--- src/rtl/store_buffer.sv ---
// -----------------------------------------------------------------------------
// store_buffer
//   In-order store buffer between the MEM stage and a single-ported data memory.
//   Stores are queued in a DEPTH-entry FIFO and drained to memory whenever the
//   port is not needed by a load. A load whose word address matches any queued
//   store is stalled (ld_hazard) until the matching entries have drained.
//
// Ports
//   clk, reset            : clock, synchronous active-high reset
//   st_valid/funct3/addr/data, st_ready   : store request / accept
//   ld_valid/funct3/addr, ld_hazard       : load request / stall
//   mem_wr_en/funct3/addr/wr_data         : shared data-memory port
//   misalign_err          : one-cycle pulse after a rejected (illegal) store
//   count                 : number of occupied entries
// -----------------------------------------------------------------------------
module store_buffer #(
    parameter int unsigned DATA_WIDTH = 32,
    parameter int unsigned ADDR_WIDTH = 32,
    parameter int unsigned DEPTH      = 4
) (
    input  logic                        clk,
    input  logic                        reset,
    input  logic                        st_valid,
    input  logic [2:0]                  st_funct3,
    input  logic [ADDR_WIDTH-1:0]       st_addr,
    input  logic [DATA_WIDTH-1:0]       st_data,
    output logic                        st_ready,
    input  logic                        ld_valid,
    input  logic [2:0]                  ld_funct3,
    input  logic [ADDR_WIDTH-1:0]       ld_addr,
    output logic                        ld_hazard,
    output logic                        mem_wr_en,
    output logic [2:0]                  mem_funct3,
    output logic [ADDR_WIDTH-1:0]       mem_addr,
    output logic [DATA_WIDTH-1:0]       mem_wr_data,
    output logic                        misalign_err,
    output logic [$clog2(DEPTH):0]      count
);

    localparam int unsigned PTR_W = $clog2(DEPTH);
    localparam int unsigned CNT_W = PTR_W + 1;

    typedef struct packed {
        logic [2:0]            funct3;
        logic [ADDR_WIDTH-1:0] addr;
        logic [DATA_WIDTH-1:0] data;
    } entry_t;

    entry_t             entries_q [DEPTH];
    entry_t             entries_d [DEPTH];
    logic [PTR_W-1:0]   wr_ptr_q, wr_ptr_d;
    logic [PTR_W-1:0]   rd_ptr_q, rd_ptr_d;
    logic [CNT_W-1:0]   count_q, count_d;
    logic               misalign_err_q, misalign_err_d;

    logic               st_legal;
    logic               enq;
    logic               deq;
    logic               load_gnt;
    logic [DEPTH-1:0]   occupied;
    entry_t             head;

    // Alignment / type legality of the incoming store
    always_comb begin
        st_legal = 1'b0;
        case (st_funct3)
            3'b000:  st_legal = 1'b1;
            3'b001:  st_legal = (st_addr[0] == 1'b0);
            3'b010:  st_legal = (st_addr[1:0] == 2'b00);
            default: st_legal = 1'b0;
        endcase
    end

    // No look-ahead on a same-cycle drain: a full buffer refuses even if draining
    assign st_ready = (count_q < CNT_W'(DEPTH));
    assign enq      = st_valid && st_ready && st_legal;

    // Slot i is occupied when its distance from the head is below count
    always_comb begin
        logic [PTR_W-1:0] slot_off;
        occupied = '0;
        slot_off = '0;
        for (int unsigned i = 0; i < DEPTH; i++) begin
            slot_off    = PTR_W'(i) - rd_ptr_q;
            occupied[i] = ({1'b0, slot_off} < count_q);
        end
    end

    // Word-granular address match against every queued store
    always_comb begin
        ld_hazard = 1'b0;
        for (int unsigned i = 0; i < DEPTH; i++) begin
            if (occupied[i] &&
                entries_q[i].addr[ADDR_WIDTH-1:2] == ld_addr[ADDR_WIDTH-1:2]) begin
                ld_hazard = ld_valid;
            end
        end
    end

    // Port arbitration: unstalled load first, else drain the head
    assign head     = entries_q[rd_ptr_q];
    assign load_gnt = ld_valid && !ld_hazard;
    assign deq      = !load_gnt && (count_q != '0) && !reset;

    always_comb begin
        mem_wr_en   = 1'b0;
        mem_funct3  = 3'b000;
        mem_addr    = '0;
        mem_wr_data = '0;
        if (load_gnt) begin
            mem_funct3 = ld_funct3;
            mem_addr   = ld_addr;
        end else if (deq) begin
            mem_wr_en   = 1'b1;
            mem_funct3  = head.funct3;
            mem_addr    = head.addr;
            mem_wr_data = head.data;
        end
    end

    // Next-state for FIFO pointers, occupancy and error pulse
    always_comb begin
        entries_d      = entries_q;
        wr_ptr_d       = wr_ptr_q;
        rd_ptr_d       = rd_ptr_q;
        count_d        = count_q;
        misalign_err_d = st_valid && st_ready && !st_legal;

        if (enq) begin
            entries_d[wr_ptr_q] = '{funct3: st_funct3, addr: st_addr, data: st_data};
            wr_ptr_d            = wr_ptr_q + PTR_W'(1);
        end
        if (deq) begin
            rd_ptr_d = rd_ptr_q + PTR_W'(1);
        end
        case ({enq, deq})
            2'b10:   count_d = count_q + CNT_W'(1);
            2'b01:   count_d = count_q - CNT_W'(1);
            default: count_d = count_q;
        endcase
    end

    always_ff @(posedge clk) begin
        if (reset) begin
            wr_ptr_q       <= '0;
            rd_ptr_q       <= '0;
            count_q        <= '0;
            misalign_err_q <= 1'b0;
        end else begin
            wr_ptr_q       <= wr_ptr_d;
            rd_ptr_q       <= rd_ptr_d;
            count_q        <= count_d;
            misalign_err_q <= misalign_err_d;
        end
    end

    // Payload storage needs no reset; occupancy is tracked by the pointers
    always_ff @(posedge clk) begin
        entries_q <= entries_d;
    end

    assign misalign_err = misalign_err_q;
    assign count        = count_q;

endmodule

--- config.mk ---
export PLATFORM = sky130hd
export DESIGN_NAME = store_buffer
export DESIGN_NICKNAME = d
export VERILOG_FILES = /design/src/rtl/store_buffer.sv
export SDC_FILE = /design/constraint.sdc
export NUM_CORES = 1
export LEC_CHECK = 0
export ABC_AREA = 1
export CORE_AREA = 4 4 164 166
export DETAILED_ROUTE_END_ITERATION = 10
export DIE_AREA = 0 0 168 170
export PLACE_DENSITY_LB_ADDON = 0.2
export SLEW_MARGIN = 20
export SYNTH_ARGS = -nofsm -noshare
export SYNTH_HDL_FRONTEND = slang
export SYNTH_SLANG_ARGS = --single-unit
--- constraint.sdc ---
create_clock -name clk -period 4.5 [get_ports clk]
set_input_delay 0.675 -clock clk [delete_from_list [all_inputs] [get_ports clk]]
set_output_delay 0.675 -clock clk [all_outputs]
set_load 0.01 [all_outputs]
-- Word-level counts from Yosys, hierarchy flattened
Index checks and enable logic that the tools add are counted.
- add/sub/neg operators: 8
- multiply operators: 0
- div/mod/pow operators: 0
- magnitude comparators: 8
- equality and inequality tests: 8
- shift-type cells: 0
- multiplexer cells: 20
- bitwise gates (word level): 3
- reduce and logical (&&, ||, !) cells: 19
- operators by type and width (kind ; number):
    268-bit bitwise mux ; 1
    67-bit 2-to-1 mux ; 3
    67-bit binary-select mux with 2-bit select ; 1
    67-bit demux with 2-bit select ; 1
    32-bit 2-to-1 mux ; 4
    30-bit equality test ; 4
    2-bit by 3-bit < comparator with 1-bit output ; 4
    1-bit logical AND ; 11
    3-bit greater-or-equal comparator, second input constant ; 2
    1-bit 2-to-1 mux ; 6
    3-bit 2-to-1 mux ; 2
    2-bit inverter with 3-bit output ; 2
    3-bit one-hot mux with 2 select lines ; 1
    2-bit by 1-bit adder with 2-bit output, second input constant ; 2
    1-bit logical NOT ; 4
    1-bit by 2-bit subtractor with 2-bit output, first input constant ; 2
    2-bit subtractor, first input constant ; 2
    3-bit by 1-bit adder with 3-bit output, second input constant ; 1
    3-bit by 1-bit equality test with 1-bit output, second input constant ; 1
    3-bit by 2-bit equality test with 1-bit output, second input constant ; 1
    3-bit logical NOT ; 1
    3-bit by 1-bit < comparator with 1-bit output, second input constant ; 1
    3-bit < comparator, second input constant ; 1
    1-bit one-hot mux with 3 select lines ; 1
    7 further kinds ; 7
- register bits: 276
- bits in latches: 0
- memory bits (writable): 0
- memory bits (read-only): 0
- output and inout port bits: 74
- word-level logic and storage cells: 82
- memories kept: 0

-- Longest topological paths before layout
- depth after elaboration: 14
- depth in mapped cells: 22
- depth with buffers taken out: 21

-- Least setup slack after synthesis
Ideal clock, no wire load.
- path kind: input-to-reg
- start: input st_addr[0]
- end: register entries_q[0] (netlist name), enable pin
- setup time: 0.493 ns
- arrival time: 4.144 ns
- required time: 4.007 ns
- slack: -0.136 ns
- stages on the path: 4
- buffers on the path: 0
- cells stage by stage: o21a_1 > nor3_1 > nand3_1 > nor2_1
- cells in the longest elaborated chain, start to end: 3
- elaborated cells between the ends (all ways): 4
- classes of those cells: mux: 1; bitwise: 1; reduce/logical: 2
- ends and longest elaborated chain (what ; RTL line ; text):
    from (decl) ; 25 ; input logic [ADDR_WIDTH-1:0] st_addr,
    2-bit logical NOT or 1-bit inverter (tied branches) ; 69, 68 ;
    1-bit one-hot mux with 3 select lines * ; 66 ; case (st_funct3)
    1-bit logical AND * ; 76 ; assign enq = st_valid && st_ready && st_legal;
    to (signal assigned) ; 159 ; entries_q <= entries_d;
    to (decl) ; 49 ; entry_t entries_q [DEPTH];
Mark *: on every way between the ends. The rest lies on a longest branch, timed or not.
A chain may end at the register's enable or synchronous reset.

-- Worst setup path after layout
- start: input ld_addr[31]
- end: output mem_wr_data[2]
- cells in the longest elaborated chain, start to end: 13
- elaborated cells between the ends (all ways): 19
- classes of those cells: eq/ne: 4; mux: 6; reduce/logical: 9
- ends and longest elaborated chain (what ; RTL line ; text):
    from (decl) ; 30 ; input logic [ADDR_WIDTH-1:0] ld_addr,
    30-bit equality test ; 94 ; entries_q[i].addr[ADDR_WIDTH-1:2] == ld_addr[ADDR_WIDTH-1:2]) begin
    1-bit logical AND ; 93 ; if (occupied[i] &&
    1-bit 2-to-1 mux (3 in a row) ; 93 ;
    1-bit 2-to-1 mux * ; 93 ;
    1-bit logical NOT * ; 102 ; assign load_gnt = ld_valid && !ld_hazard;
    1-bit logical AND * ; 102 ;
    1-bit logical NOT ; 103 ; assign deq = !load_gnt && (count_q != '0) && !reset;
    1-bit logical AND (2 in a row) ; 103 ;
    32-bit 2-to-1 mux ; 113 ; end else if (deq) begin
    32-bit 2-to-1 mux * ; 110 ; if (load_gnt) begin
    to (decl) ; 35 ; output logic [DATA_WIDTH-1:0] mem_wr_data,
Marked as above.

==> impl_metrics.env <==
export IMPL_p_per_area_nw_per_um2=372
export IMPL_grt_start_max_net_pins=68
export IMPL_initial_core_util=0.483
export IMPL_drv_slew=0
export IMPL_gp_congestion=0.863
export IMPL_num_io_pins=180
export IMPL_cp_required_ps=3830
export IMPL_crit_chain="clkdlybuf4s50_1, inv_1, nor2_1, nor3_1, nand2_1, nor2_1, nand2_1, nor2_1, nor2_2, nand3_2, nand2_8, buf_12, a31oi_1, clkdlybuf4s50_1"
export IMPL_end_kind="output pin"
export IMPL_synth_fp_nets=1176
export IMPL_cp_top_family="buffers and inverters"
export IMPL_internal_power_uw=4620
export IMPL_place_area_sq_um=14600
export IMPL_crit_path_max_fanout=39
export IMPL_worst_pin_slew_ps=920
export IMPL_synth_cell_type_count=33
export IMPL_synth_top_area_frac=0.651
export IMPL_synth_seq_area_share=0.663
export IMPL_insertion_delay_ps=530
export IMPL_cts_tree="built"
export IMPL_grt_overflow_total=0
export IMPL_fin_area_sq_um=15600
export IMPL_routed_wl_um=30700
export IMPL_cts_root_buf="clkbuf_16"
export IMPL_postCtsSetupRepairBufs=0
export IMPL_clockPowerShare=0.420
export IMPL_grt_pass1_wl_um=47000
export IMPL_synth_area_leaders="edfxtp_1 65%, nand2_1 7.9%, xnor2_1 2.9%"
export IMPL_antenna_found_initial=3
export IMPL_die_area_sq_um=28600
export IMPL_wl_per_cell_um=19.2
export IMPL_worstSetupPathType="primary input to output pin"
export IMPL_maxCapViolCount=0
export IMPL_cp_arrival_ps=3590
export IMPL_start_kind="primary input"
export IMPL_hold_path_class="flop to flop"
export IMPL_ys_warn_count=0
export IMPL_fmax_mhz=234
export IMPL_yosysTopAreaCell="edfxtp_1"
export IMPL_drc=0
export IMPL_synthXorXnorAreaFrac=0.0474
export IMPL_setup_viol=0
export IMPL_ys_seq_elements=276
export IMPL_synth_top_family_by_area="simple AND/OR/NAND/NOR gates"
export IMPL_switchingPower_uw=1190
export IMPL_synth_compound_area_share=0.108
export IMPL_dr_total_vias=8681
export IMPL_cpMaxStageDelayCell="clkdlybuf4s50_1"
export IMPL_ant_nets=0
export IMPL_fin_skew_ps=8.29
export IMPL_std_cell_rows=59
export IMPL_cp_common_cell="nor2_1"
export IMPL_cts_path_max_buffers=3
export IMPL_cts_num_sinks=276
export IMPL_dp_cells=1547
export IMPL_synthSimpleGateAreaFrac=0.117
export IMPL_core_sq_um=25600
export IMPL_critical_path_max_stage_delay_ps=600
export IMPL_die_y_um=170
export IMPL_synthAdderAreaFrac=0.0107
export IMPL_pwr_share_comb=0.087
export IMPL_grt_pass1_vias=8747
export IMPL_path_clk_slew_ps=60
export IMPL_via_per_inst=5.43
export IMPL_netSwitchingFraction=0.205
export IMPL_syn_area_per_cell_sq_um=11.7
export IMPL_mostFrequentLayoutCell="edfxtp_1"
export IMPL_setup_tns_ps=0
export IMPL_cts_buffers=28
export IMPL_h_tree_depth=1
export IMPL_vdd_drop_max_mv=0.325
export IMPL_netlist_instances=1060
export IMPL_mostFrequentLayoutCells="268 x edfxtp_1, 260 x nand2_1, 179 x clkdlybuf4s50_1"
export IMPL_status="complete, no violations"
export IMPL_path_buf_inv=4
export IMPL_post_route_period_util=0.948
export IMPL_max_slew_margin=0.387
export IMPL_syn_to_final_growth_pct=26.0
export IMPL_first_pass_iters=5
export IMPL_drtIter0Drc=569
export IMPL_layout_drive_gt1_share=0.0816
export IMPL_p_leak_uw=0.00551
export IMPL_final_nets=1358
export IMPL_die_w_um=168
export IMPL_layout_cells_non_filler=1600
export IMPL_p_seq_frac=0.493
export IMPL_syn_cell_area_sq_um=12400
export IMPL_rsz0062_at_grt="false"
export IMPL_synth_mux_area_fraction=0
export IMPL_period_minus_slack_ps=4270
export IMPL_hold_viol=0
export IMPL_place_detailed_hpwl_um=19800
export IMPL_port_buffers=179
export IMPL_grt_usage=0.210
## worst reg2reg max path: cells and delay by family (launching register included)
kind | cells | cell delay, ps
AND/OR/NAND/NOR | 9 | 890
AO/OA/AOI/OAI | 4 | 480
buffers and inverters | 5 | 630
adder cells (fa/ha/maj) | 3 | 860
flip-flops | 1 | 410
## flip-flops by register name, summed over array words and instances, names as in the netlist
| register | flops |
|---|---|
| entries_q | 268 |
| count | 3 |
| rd_ptr_q | 2 |
| wr_ptr_q | 2 |
| misalign_err | 1 |
## power by group through the flow
| stage | Combinational (uW) | Sequential, uW | Clock [uW] |
|---|---|---|---|
| CTS | 507 | 2860 | 2490 |
| detailed placement | 504 | 2920 | 0 |
| floorplan | 239 | 2920 | 0 |
| global placement | 499 | 2920 | 0 |
| finish | 506 | 2860 | 2440 |
| global route | 551 | 2860 | 2600 |
## synth_stat cells, drive strengths merged
library cell	instances
dfxtp	8
a22o	6
o21a	2
a22oi	33
nor2	72
ha	9
a21boi	1
fa	1
nor3	2
nand3	15
inv	107
xor2	26
o21ai	29
nand4	12
o22ai	40
a31oi	33
edfxtp	268
nand2	261
clkbuf	33
or2	3
a21oi	9
buf	14
xnor2	41
a221oi	35
## cells by family (layout without fill, tap and decap cells)
group | Yosys count | after routing
other | 0 | 2
AO/OA/AOI/OAI | 188 | 188
flip-flops | 276 | 276
AND/OR/NAND/NOR | 365 | 365
adder cells (fa/ha/maj) | 10 | 10
buffers and inverters | 154 | 357
XOR/XNOR | 67 | 67
## cell type report
type | instances | area (sq um)
Tap cell | 335 | 419
Clock inverter | 17 | 234
Clock buffer | 34 | 754
Timing Repair Buffer | 199 | 1990
Antenna cell | 2 | 5.00
Fill cell | 2093 | 10000
Inverter | 107 | 402
Multi-Input combinational cell | 630 | 3580
Sequential cell | 276 | 8210
## routing by layer
metal	vias up	part of all wire	wire length [um]	GRT usage
met1	4123	0.40	12400	0.259
met3	65	0.078	2410	0.0476
met4	4	0.026	796	0.0663
li1	4126	-	-	-
met2	363	0.49	15100	0.369
met5	-	0.00088	27	0
## through the flow
stage | worst slack, ps | util | power [uW] | hold slack, ps
6_report | 233 | 0.609 | 5810 | 555
3_5_place_dp | 147 | 0.569 | 3420 | 539
5_1_grt | 0.572 | 0.609 | 6020 | 585
2_1_floorplan | -136 | - | 3160 | 490
4_1_cts | 70.2 | 0.608 | 5860 | 549
3_3_place_gp | 167 | 0.569 | 3410 | 518
## final timing paths
kind | to | cells past startpoint | slack, ps | from
setup / recovery | mem_wr_data[2] | 14 | 230 | ld_addr[31]
hold / removal | wr_ptr_q[1] | 2 | 560 | wr_ptr_q[1]
setup reg to reg | count[2] | 21 | 1090 | count[1]
hold reg to reg | wr_ptr_q[1] | 2 | 560 | wr_ptr_q[1]
## timing repair
item                       in CTS  in global routing
setup endpoints to repair       0                 34
hold buffers                    0                  0
gates resized for setup         0                  5
(Power assumes the default switching activity.)
